`config.mk`:
```
export PLATFORM = sky130hd
export DESIGN_NAME = ext_tx_axi_if
export DESIGN_NICKNAME = d
export VERILOG_FILES = /design/src/rtl/ext_tx_pkg.sv /design/src/rtl/ext_tx_len_fifo.sv /design/src/rtl/ext_tx_axi_if.sv
export SDC_FILE = /design/constraint.sdc
export NUM_CORES = 1
export LEC_CHECK = 0
export ABC_AREA = 1
export CAP_MARGIN = 20
export CORE_AREA = 3 3 119 121
export CTS_BUF_LIST = sky130_fd_sc_hd__clkbuf_2
export DETAILED_ROUTE_END_ITERATION = 6
export DIE_AREA = 0 0 122 124
export PLACE_DENSITY = 0.87
export SLEW_MARGIN = 0
export SYNTH_ARGS = -nofsm -noshare
export SYNTH_HDL_FRONTEND = slang
export SYNTH_SLANG_ARGS = --single-unit
```
`constraint.sdc`:
```
create_clock -name clk_i -period 2.9 [get_ports clk_i]
set_input_delay 0.725 -clock clk_i [delete_from_list [all_inputs] [get_ports clk_i]]
set_output_delay 0.725 -clock clk_i [all_outputs]
set_load 0.01 [all_outputs]
```
`src/rtl/ext_tx_pkg.sv`:
```
// Shared types, AXI encodings and the burst-length helper for the MCHAN
// external TX AXI interface.
package ext_tx_pkg;

  typedef enum logic {
    W_IDLE,
    W_BURST
  } w_state_e;

  localparam logic [1:0] AXI_BURST_FIXED = 2'b00;
  localparam logic [1:0] AXI_BURST_INCR  = 2'b01;
  localparam logic [1:0] AXI_RESP_SLVERR = 2'b10;
  localparam logic [1:0] AXI_RESP_DECERR = 2'b11;

  // Number of data beats minus one for a transfer that starts at byte lane
  // addr_lsb and spans len+1 bytes. The full-width result is returned so the
  // caller can detect values that do not fit an 8-bit AXI length.
  function automatic logic [31:0] beats_f(input logic [7:0]  addr_lsb,
                                          input logic [31:0] len,
                                          input logic [3:0]  off);
    beats_f = (32'(addr_lsb) + len) >> off;
  endfunction

endpackage

```
`src/rtl/ext_tx_len_fifo.sv`:
```
// Burst-length FIFO between the AW and W channels. Each entry is one AW burst
// whose W beats have not yet completed. The head is read straight from the
// storage flops, so a pushed entry becomes visible on the following cycle.
module ext_tx_len_fifo
  import ext_tx_pkg::*;
#(
  parameter int DEPTH = 4
) (
  input  logic       clk_i,
  input  logic       rst_ni,
  input  logic       push,
  input  logic [7:0] din,
  input  logic       pop,
  output logic [7:0] head,
  output logic       full,
  output logic       empty,
  output logic       last_entry
);

  localparam int PW = $clog2(DEPTH);

  logic [7:0]    mem [DEPTH];
  logic [PW-1:0] wr_ptr;
  logic [PW-1:0] rd_ptr;
  logic [PW:0]   count;
  logic          do_push;
  logic          do_pop;

  assign do_push    = push & ~full;
  assign do_pop     = pop & ~empty;
  assign full       = (count == (PW+1)'(DEPTH));
  assign empty      = (count == '0);
  assign last_entry = (count == (PW+1)'(1));
  assign head       = mem[rd_ptr];

  // Storage, pointers and occupancy; a simultaneous push and pop leaves the count unchanged.
  always_ff @(posedge clk_i or negedge rst_ni) begin
    if (!rst_ni) begin
      for (int i = 0; i < DEPTH; i++) mem[i] <= '0;
      wr_ptr <= '0;
      rd_ptr <= '0;
      count  <= '0;
    end else begin
      if (do_push) begin
        mem[wr_ptr] <= din;
        wr_ptr      <= wr_ptr + 1'b1;
      end
      if (do_pop) rd_ptr <= rd_ptr + 1'b1;
      if (do_push && !do_pop)      count <= count + 1'b1;
      else if (!do_push && do_pop) count <= count - 1'b1;
    end
  end

endmodule

```
`src/rtl/ext_tx_axi_if.sv`:
```
// MCHAN external TX interface: turns DMA write commands into AXI4 AW bursts
// and streams TX-buffer beats on W, decoupled by a burst-length FIFO.
// Optional feature macro: EXT_TX_BRESP_ERR_EN adds B-response error reporting.
module ext_tx_axi_if
  import ext_tx_pkg::*;
#(
  parameter int AXI_ADDR_WIDTH  = 32,
  parameter int AXI_DATA_WIDTH  = 64,
  parameter int AXI_ID_WIDTH    = 4,
  parameter int AXI_USER_WIDTH  = 6,
  parameter int EXT_ADD_WIDTH   = 32,
  parameter int EXT_TID_WIDTH   = 4,
  parameter int MCHAN_LEN_WIDTH = 15,
  parameter int LEN_FIFO_DEPTH  = 4,
  parameter int MAX_OUTSND      = 8
) (
  input  logic                          clk_i,
  input  logic                          rst_ni,
  input  logic [EXT_ADD_WIDTH-1:0]      cmd_add_i,
  input  logic [MCHAN_LEN_WIDTH-1:0]    cmd_len_i,
  input  logic [EXT_TID_WIDTH-1:0]      cmd_tid_i,
  input  logic                          cmd_bst_i,
  input  logic                          cmd_req_i,
  output logic                          cmd_gnt_o,
  input  logic                          valid_tid_i,
  input  logic [AXI_DATA_WIDTH-1:0]     tx_data_dat_i,
  input  logic [AXI_DATA_WIDTH/8-1:0]   tx_data_strb_i,
  input  logic                          tx_data_gnt_i,
  output logic                          tx_data_req_o,
  output logic                          axi_master_aw_valid_o,
  output logic [AXI_ADDR_WIDTH-1:0]     axi_master_aw_addr_o,
  output logic [2:0]                    axi_master_aw_prot_o,
  output logic [3:0]                    axi_master_aw_region_o,
  output logic [7:0]                    axi_master_aw_len_o,
  output logic [2:0]                    axi_master_aw_size_o,
  output logic [1:0]                    axi_master_aw_burst_o,
  output logic                          axi_master_aw_lock_o,
  output logic [3:0]                    axi_master_aw_cache_o,
  output logic [3:0]                    axi_master_aw_qos_o,
  output logic [AXI_ID_WIDTH-1:0]       axi_master_aw_id_o,
  output logic [AXI_USER_WIDTH-1:0]     axi_master_aw_user_o,
  input  logic                          axi_master_aw_ready_i,
  output logic                          axi_master_w_valid_o,
  output logic [AXI_DATA_WIDTH-1:0]     axi_master_w_data_o,
  output logic [AXI_DATA_WIDTH/8-1:0]   axi_master_w_strb_o,
  output logic [AXI_USER_WIDTH-1:0]     axi_master_w_user_o,
  output logic                          axi_master_w_last_o,
  input  logic                          axi_master_w_ready_i,
  input  logic                          axi_master_b_valid_i,
  input  logic [1:0]                    axi_master_b_resp_i,
  input  logic [AXI_ID_WIDTH-1:0]       axi_master_b_id_i,
  input  logic [AXI_USER_WIDTH-1:0]     axi_master_b_user_i,
  output logic                          axi_master_b_ready_o,
  output logic                          release_tid_o,
  output logic [EXT_TID_WIDTH-1:0]      res_tid_o,
  output logic                          synch_req_o,
`ifdef EXT_TX_BRESP_ERR_EN
  output logic                          err_valid_o,
  output logic [EXT_TID_WIDTH-1:0]      err_tid_o,
  output logic [1:0]                    err_resp_o,
  output logic                          err_sticky_o,
  input  logic                          err_clr_i,
`endif
  output logic                          idle_o
);

  localparam int OFF = $clog2(AXI_DATA_WIDTH/8);
  localparam int OW  = $clog2(MAX_OUTSND+1);

  w_state_e    w_state_q, w_state_d;
  logic [7:0]  cnt_q, cnt_d;
  logic [OW-1:0] outsnd_q;
  logic [31:0] aw_len_full;
  logic [7:0]  aw_len;
  logic [7:0]  head_len;
  logic        fifo_full;
  logic        fifo_empty;
  logic        fifo_last_entry;
  logic        fifo_pop;
  logic        aw_valid;
  logic        aw_hs;
  logic        b_hs;
  logic        w_valid;
  logic        w_last;
  logic        unused_ok;

  assign aw_len_full = beats_f(8'(cmd_add_i[OFF-1:0]), 32'(cmd_len_i), 4'(OFF));
  assign aw_len      = aw_len_full[7:0];

  // AW never waits on aw_ready, which keeps the channel AXI-compliant.
  assign aw_valid = cmd_req_i & valid_tid_i & ~fifo_full & (outsnd_q < OW'(MAX_OUTSND));
  assign aw_hs    = aw_valid & axi_master_aw_ready_i;
  assign b_hs     = axi_master_b_valid_i;

  assign cmd_gnt_o              = aw_hs;
  assign axi_master_aw_valid_o  = aw_valid;
  assign axi_master_aw_addr_o   = aw_valid ? AXI_ADDR_WIDTH'(cmd_add_i) : '0;
  assign axi_master_aw_len_o    = aw_valid ? aw_len : '0;
  assign axi_master_aw_size_o   = aw_valid ? 3'(OFF) : '0;
  assign axi_master_aw_burst_o  = !aw_valid ? '0 : (cmd_bst_i ? AXI_BURST_INCR : AXI_BURST_FIXED);
  assign axi_master_aw_id_o     = aw_valid ? AXI_ID_WIDTH'(cmd_tid_i) : '0;
  assign axi_master_aw_prot_o   = '0;
  assign axi_master_aw_region_o = '0;
  assign axi_master_aw_lock_o   = 1'b0;
  assign axi_master_aw_cache_o  = '0;
  assign axi_master_aw_qos_o    = '0;
  assign axi_master_aw_user_o   = '0;

  assign axi_master_w_valid_o = w_valid;
  assign axi_master_w_last_o  = w_last;
  assign axi_master_w_data_o  = tx_data_dat_i;
  assign axi_master_w_strb_o  = tx_data_strb_i;
  assign axi_master_w_user_o  = '0;
  assign tx_data_req_o        = w_valid & axi_master_w_ready_i;

  assign axi_master_b_ready_o = 1'b1;
  assign release_tid_o        = axi_master_b_valid_i;
  assign synch_req_o          = axi_master_b_valid_i;
  assign res_tid_o            = axi_master_b_id_i[EXT_TID_WIDTH-1:0];

  assign idle_o = fifo_empty & (outsnd_q == '0);

  assign unused_ok = ^{axi_master_b_user_i, axi_master_b_id_i, axi_master_b_resp_i};

  ext_tx_len_fifo #(
    .DEPTH (LEN_FIFO_DEPTH)
  ) u_len_fifo (
    .clk_i      (clk_i),
    .rst_ni     (rst_ni),
    .push       (aw_hs),
    .din        (aw_len),
    .pop        (fifo_pop),
    .head       (head_len),
    .full       (fifo_full),
    .empty      (fifo_empty),
    .last_entry (fifo_last_entry)
  );

  // Outstanding-write counter; an AW and a B in the same cycle cancel out.
  always_ff @(posedge clk_i or negedge rst_ni) begin
    if (!rst_ni) begin
      outsnd_q <= '0;
    end else if (aw_hs && !b_hs) begin
      outsnd_q <= outsnd_q + 1'b1;
    end else if (!aw_hs && b_hs && (outsnd_q != '0)) begin
      outsnd_q <= outsnd_q - 1'b1;
    end
  end

  // W channel state and beat-counter registers.
  always_ff @(posedge clk_i or negedge rst_ni) begin
    if (!rst_ni) begin
      w_state_q <= W_IDLE;
      cnt_q     <= '0;
    end else begin
      w_state_q <= w_state_d;
      cnt_q     <= cnt_d;
    end
  end

  // W channel sequencing: count beats of the head burst, pop it on the last beat.
  always_comb begin
    w_state_d = w_state_q;
    cnt_d     = cnt_q;
    w_valid   = 1'b0;
    w_last    = 1'b0;
    fifo_pop  = 1'b0;
    case (w_state_q)
      W_IDLE: begin
        if (!fifo_empty) w_state_d = W_BURST;
      end
      W_BURST: begin
        w_valid = tx_data_gnt_i;
        w_last  = w_valid & (cnt_q == head_len);
        if (w_valid && axi_master_w_ready_i) begin
          if (cnt_q == head_len) begin
            cnt_d    = '0;
            fifo_pop = 1'b1;
            if (fifo_last_entry && !aw_hs) w_state_d = W_IDLE;
          end else begin
            cnt_d = cnt_q + 8'd1;
          end
        end
      end
      default: w_state_d = W_IDLE;
    endcase
  end

`ifdef EXT_TX_BRESP_ERR_EN
  logic b_err;
  assign b_err = axi_master_b_valid_i & axi_master_b_resp_i[1];

  // Error capture: one-cycle pulse with TID/resp, sticky flag where a new error beats a clear.
  always_ff @(posedge clk_i or negedge rst_ni) begin
    if (!rst_ni) begin
      err_valid_o  <= 1'b0;
      err_tid_o    <= '0;
      err_resp_o   <= '0;
      err_sticky_o <= 1'b0;
    end else begin
      err_valid_o <= b_err;
      if (b_err) begin
        err_tid_o  <= axi_master_b_id_i[EXT_TID_WIDTH-1:0];
        err_resp_o <= axi_master_b_resp_i;
      end
      if (b_err)          err_sticky_o <= 1'b1;
      else if (err_clr_i) err_sticky_o <= 1'b0;
    end
  end
`endif

  // A burst longer than 256 beats cannot be expressed on AW.
  a_len_fits : assert property (@(posedge clk_i) disable iff (!rst_ni)
                                aw_valid |-> (aw_len_full <= 32'd255));

endmodule

```
-- After elaboration in Yosys (flattened, before gate mapping)
Index checks and enable logic that the tools add are counted.
- order comparisons: 4
- muxes and demuxes: 27
- add/subtract/negate cells: 8
- reduce and logical (&&, ||, !) cells: 18
- bitwise operators: 14
- equal/unequal tests: 3
- operators with widths (cell ; number):
    $mux W8 ; 5
    $bwmux W32 ; 1
    $mux W32 ; 1
    $bmux W8 S2 ; 1
    $demux W8 S2 ; 1
    $mux W4 ; 3
    $add A3 B11 Y11 ; 1
    $mux W1 ; 11
    $and A1 B1 Y1 ; 9
    $add A8 B1 Y8 const B ; 1
    $eq A8 B8 Y1 ; 1
    $logic_and A1 B1 Y1 ; 8
    $ge A3 B3 Y1 const B ; 2
    $mux W3 ; 2
    $not A2 Y3 ; 2
    $add A2 B1 Y2 const B ; 2
    $add A4 B1 Y4 const B ; 1
    $logic_not A1 Y1 ; 4
    $logic_not A4 Y1 ; 1
    $lt A4 B4 Y1 const B ; 1
    $reduce_bool A2 Y1 ; 2
    $reduce_bool A4 Y1 ; 1
    $sub A4 B1 Y4 const B ; 1
    $add A3 B1 Y3 const B ; 1
    9 further kinds ; 11
- output and inout port bits: 162
- logic and storage cells: 84
- flip-flop bits (word level): 52

-- Longest topological paths before layout
- depth after elaboration: 12
- mapped depth: 17
- mapped depth without buffers: 16

-- Hierarchy
From an unflattened synthesis, not the netlist that was laid out.
- cell total of the unflattened synthesis: 639
- area, all modules: 4390.5 um2
- by module, submodules not included (module ; sequential area each (um2) ; area each (um2) ; instances ; cells an instance):
    ext_tx_axi_if ; 325.3 ; 2404.8 ; 1 ; 399
    ext_tx_len_fifo ; 975.9 ; 1985.7 ; 1 ; 240

-- Worst setup path before layout
OpenSTA, ideal clock, no wires.
- path type: in2out
- start point: in cmd_add_i[2]
- end point: out axi_master_aw_len_o[6]
- arrival: 1.945 ns
- buffers on the path: 0
- slack: 0.230 ns
- cell stages on the path: 10
- required time: 2.175 ns
- path through: ha_1 -> a21oi_1 -> or2_1 -> nand2_1 -> nand2_1 -> nor2_1 -> nand2_1 -> nand2_1 -> nand3_2 -> nor2_1
- cells in the longest elaborated chain, start to end: 2
- RTL lines (element ; RTL line ; text):
    start, declared ; ext_tx_axi_if.sv:19 ; input logic [EXT_ADD_WIDTH-1:0] cmd_add_i,
    $add A3 B11 Y11 ; ext_tx_pkg.sv:21 ; beats_f = (32'(addr_lsb) + len) >> off;
    $mux W8 ; ext_tx_axi_if.sv:98 ; assign axi_master_aw_len_o = aw_valid ? aw_len : '0;
    end, declared ; ext_tx_axi_if.sv:34 ; output logic [7:0] axi_master_aw_len_o,
Every way passes these cells.

-- Final worst setup path
- start point: in cmd_len_i[8]
- end point: out axi_master_aw_len_o[7]
- cells in the longest elaborated chain, start to end: 2
- RTL lines (element ; RTL line ; text):
    start, declared ; ext_tx_axi_if.sv:20 ; input logic [MCHAN_LEN_WIDTH-1:0] cmd_len_i,
    $add A3 B11 Y11 ; ext_tx_pkg.sv:21 ;
    $mux W8 ; ext_tx_axi_if.sv:98 ;
Every way passes these cells.

==> impl_results.rst <==
.. list-table::
   :header-rows: 1

   * - Metric
     - Value
   * - Final HPWL from detailed placement
     - 7.48 mm
   * - Number of DRC violations after detailed routing
     - 0
   * - Area of the multi-input gates
     - 1860 um2
   * - Post-route ant nets
     - 0
   * - Required arrival time at the worst endpoint
     - 2170 ps
   * - Mux contribution to synthesized area
     - 0%
   * - CTS sink cnt
     - 52
   * - Count of fill cells added during filler insertion
     - 1,342
   * - Unrepaired setup endpoints after global routing
     - true
   * - Share of Yosys cell area claimed by the top area cell type
     - 31.0%
   * - Slack of the worst reg-to-reg path
     - 530 ps
   * - Internal portion of total power
     - 1.77 mW
   * - Final worst clock skew
     - 28.9 ps
   * - Largest family of logic cells by synthesized area
     - buffers and inverters
   * - Die area
     - 15,100 um2
   * - Number of detailed-route iterations in the first pass
     - 4
   * - Switching fraction of total power
     - 42.8%
   * - Register clock-pin slew on the reported worst setup and hold paths
     - 300 ps
   * - Area of the mapped netlist
     - 4190 um2
   * - Startpoint-to-endpoint class of the critical path
     - in -> out
   * - Total detailed-routing wirelength
     - 9.83 mm
   * - Seq pwr share
     - 41.3%
   * - Global-route wire length before repair
     - 15.1 mm
   * - DR iter-0 viols
     - 157
   * - Clock H-tree levels
     - 2
   * - Final-stage net count
     - 803
   * - Sequential cell area
     - 1300 um2
   * - Number of antenna violations at the first check in global routing
     - 1
   * - Fraction of registers with async set/reset
     - 100%
   * - Peak ir drop on the vdd network
     - 0.212 mV
   * - Number of placement rows
     - 42
   * - Complex-gate fraction of the synthesized area
     - 5.97%
   * - Xor-xnor portion of the synthesized cell area
     - 2.72%
   * - Final core utilization
     - 38.5%
   * - Arithmetic-cell share of the synthesized area counting full adders, half adders and majority gates
     - 4.66%
   * - Syn avg cell area
     - 7.24 um2
   * - Vias post-DR
     - 3,492
   * - Via/cell ratio
     - 4.25
   * - Total routing usage reported by global routing
     - 12.4%
   * - Min Clock Period, post-route
     - 2840 ps
   * - Height of the chip
     - 124 um
   * - Maximum clock insertion buffer count
     - 2
   * - Path type of the worst min-delay path
     - in -> async
   * - Leading register cell type out of synthesis
     - sky130_fd_sc_hd__dfrtp_1
   * - Post-synthesis simple-gate area fraction
     - 26.4%
   * - Number of maximum-capacitance violations
     - 0
   * - Period utilisation layout
     - 97.8%
   * - Cell type contributing the most total cell area after synthesis
     - sky130_fd_sc_hd__dfrtp_1
   * - Arrival time reported for the critical path endpoint
     - 2110 ps
   * - Width of the chip
     - 122 um
   * - Count of final max-slew check failures
     - 0
   * - Final RePlAce weighted congestion
     - 0.786
   * - Endpoint class of the critical path
     - output port
   * - Largest net degree at the start of global routing
     - 53
   * - Area growth from synthesis to final layout
     - 21.1%
   * - Yosys reg bits
     - 52
   * - Max transition margin
     - 55.3%
   * - Mapped Cells
     - 579
   * - Highest achievable clock rate
     - 353 MHz
   * - Distinct cells, synth
     - 32
   * - Fraction of layout cells with a size suffix above 1
     - 16.3%
   * - Gate power share
     - 47.8%
   * - Worst-case hold slack
     - 318 ps
   * - EDFF count, synth
     - 0
   * - Clk pwr share
     - 10.9%
   * - Net switching power
     - 1.33 mW
   * - CTS tree
     - done
   * - Residual overflow from global routing
     - 0
   * - Length in cells of the worst reg-to-reg path
     - 15
   * - Buffer type at the clock tree root
     - sky130_fd_sc_hd__clkbuf_2
   * - Total setup violations reported at the end of the flow
     - 0
   * - YS warnings
     - 0
   * - CP max FO
     - 2
   * - Hold buffers post-CTS
     - 0
   * - Slew @ Worst Pin
     - 671 ps
   * - Number of port buffers
     - 110
   * - Worst reg2reg startpoint
     - u_len_fifo.rd_ptr[0]$_DFFE_PN0P_
   * - Wirelength per Cell
     - 12.0 um
   * - Starting Density
     - 31.8%
   * - Share of the yosys chip area belonging to registers
     - 31.0%
   * - Vias in the first global route
     - 3,205
   * - Cell types with the largest area share after synthesis
     - sky130_fd_sc_hd__dfrtp_1 (31%), sky130_fd_sc_hd__buf_4 (20%), sky130_fd_sc_hd__nand2_1 (11%), sky130_fd_sc_hd__inv_1 (6.6%), sky130_fd_sc_hd__nor2_1 (5.2%)
   * - Clock latency on the worst-skew pair
     - 470 ps
   * - Startpoint type of the worst setup path
     - primary input
   * - Core region area
     - 13,200 um2
   * - Final hold violations
     - 0
   * - Number of top-level pins
     - 306
   * - Worst r2r dst
     - u_len_fifo.count[2]$_DFFE_PN0P_
   * - Power Density
     - 610 nW/um2
   * - CTS buffer count
     - 5
   * - Status
     - complete, no violations
   * - Leakage component of the power
     - 2.82 nW
==> layout make-up <==
class                   instances  area share, %
repair buffers                152           26.2
flip-flops and latches         52           25.7
diodes                          1         0.0493
well taps                     176           4.34
clock inverters                 3          0.567
multi-input cells             354           36.7
inverters                      79           6.04
clock buffers                   5          0.493
==> power by group through the flow <==
| stage | combinational, mW | clock (mW) | sequential (mW) |
|---|---|---|---|
| detailed placement | 1.48 | 0 | 1.30 |
| CTS | 1.48 | 0.348 | 1.28 |
| finish | 1.48 | 0.336 | 1.28 |
| floorplan | 1.16 | 0 | 1.23 |
| global route | 1.71 | 0.374 | 1.33 |
| global placement | 1.42 | 0 | 1.28 |
==> what timing repair did <==
item | CTS | global route
gates cloned | 0 | 0
buffers inserted | 6 | 2
pin swaps | 13 | 13
setup endpoints to repair | 50 | 12
resized for setup | 92 | 20
==> Yosys cell counts (2+ instances only) <==
cell type                    n
sky130_fd_sc_hd__nand2_1   125
sky130_fd_sc_hd__buf_4     112
sky130_fd_sc_hd__inv_1      74
sky130_fd_sc_hd__nor2_1     58
sky130_fd_sc_hd__dfrtp_1    52
sky130_fd_sc_hd__o21ai_0    40
sky130_fd_sc_hd__nand3_1    33
sky130_fd_sc_hd__ha_1       14
sky130_fd_sc_hd__xor2_1     10
sky130_fd_sc_hd__nand2_2     9
sky130_fd_sc_hd__nand3_2     6
sky130_fd_sc_hd__buf_1       4
sky130_fd_sc_hd__buf_2       4
sky130_fd_sc_hd__nand4_1     4
sky130_fd_sc_hd__a21oi_1     3
sky130_fd_sc_hd__inv_2       3
sky130_fd_sc_hd__nor2_4      3
sky130_fd_sc_hd__nor3_1      3
sky130_fd_sc_hd__xnor2_1     3
sky130_fd_sc_hd__a31o_2      2
sky130_fd_sc_hd__buf_6       2
sky130_fd_sc_hd__conb_1      2
sky130_fd_sc_hd__nand3b_1    2
sky130_fd_sc_hd__o21ai_1     2
sky130_fd_sc_hd__or2_1       2
==> worst max path at each step <==
stage / startpoint / to / slack (ps) / depth (start not counted)
after floorplan: cmd_add_i[2] / axi_master_aw_len_o[6] / 230 / 10
after global placement: cmd_add_i[2] / axi_master_aw_len_o[6] / -700 / 12
after detailed placement: cmd_add_i[2] / axi_master_aw_len_o[6] / -730 / 12
after CTS: cmd_len_i[6] / axi_master_aw_len_o[7] / 5 / 8
after global routing: u_len_fifo.rd_ptr[0]$_DFFE_PN0P_ / axi_master_w_last_o / -60 / 11
final: cmd_len_i[8] / axi_master_aw_len_o[7] / 60 / 8
==> layer usage <==
layer	global-route usage (%)	vias up	part of all wire, %
met2	19.0	144	46
met4	4.48	0	1.7
li1	-	1764	-
met1	15.8	1564	42
met5	0	-	0
met3	4.72	20	10
==> stage by stage <==
step	setup WS [ps]	setup TNS [ps]	power (mW)	cell area (um2)	std cells
CTS	4.54	0	3.11	5030	819
global route	-64.5	-98.4	3.42	5070	822
finish	64.4	0	3.10	5070	822
detailed placement	-733	-6370	2.79	4980	805
global placement	-699	-5770	2.70	4980	805
floorplan	230	0	2.39	4300	608
==> registers in the layout, indices dropped and copies added (netlist names) <==
name and cells:
u_len_fifo.wr_ptr 2, cnt_q 8, w_state_q 1, u_len_fifo.rd_ptr 2, outsnd_q 4, u_len_fifo.mem 32, u_len_fifo.count 3
==> cell families after synthesis <==
kind of cell	after synthesis
AOI/OAI and AO/OA	48
adders and majority gates	15
other	2
xor gates and xnor gates	13
buffers and inverters	202
and+or+nand+nor	247
DFF	52
==> placed cells by master, fill, tap and decap left out, types with 3 or more instances in the layout <==
cell                              instances
sky130_fd_sc_hd__dfrtp_1                 51
sky130_fd_sc_hd__nor2_1                  57
sky130_fd_sc_hd__nand3_2                  9
sky130_fd_sc_hd__nand4_1                  4
sky130_fd_sc_hd__clkbuf_2                 7
sky130_fd_sc_hd__inv_1                   74
sky130_fd_sc_hd__nand3_1                 30
sky130_fd_sc_hd__conb_1                  31
sky130_fd_sc_hd__clkdlybuf4s50_1         53
sky130_fd_sc_hd__nand2_1                120
sky130_fd_sc_hd__nand2_2                 14
sky130_fd_sc_hd__nor2_4                   3
sky130_fd_sc_hd__buf_2                   12
sky130_fd_sc_hd__xor2_1                   8
sky130_fd_sc_hd__o21ai_0                 40
sky130_fd_sc_hd__a21oi_1                  3
sky130_fd_sc_hd__buf_4                   39
sky130_fd_sc_hd__ha_1                    13
sky130_fd_sc_hd__dlygate4sd2_1           41
==> worst max-delay path, stage by stage <==
cell	delay, ps
sky130_fd_sc_hd__clkdlybuf4s50_1	480
sky130_fd_sc_hd__inv_1	90
sky130_fd_sc_hd__nor3_4	250
sky130_fd_sc_hd__nand3_2	130
sky130_fd_sc_hd__nand2_2	100
sky130_fd_sc_hd__xor2_2	150
sky130_fd_sc_hd__nor2_1	50
sky130_fd_sc_hd__buf_2	140
No activity file was read; power rests on OpenSTA's default activity.
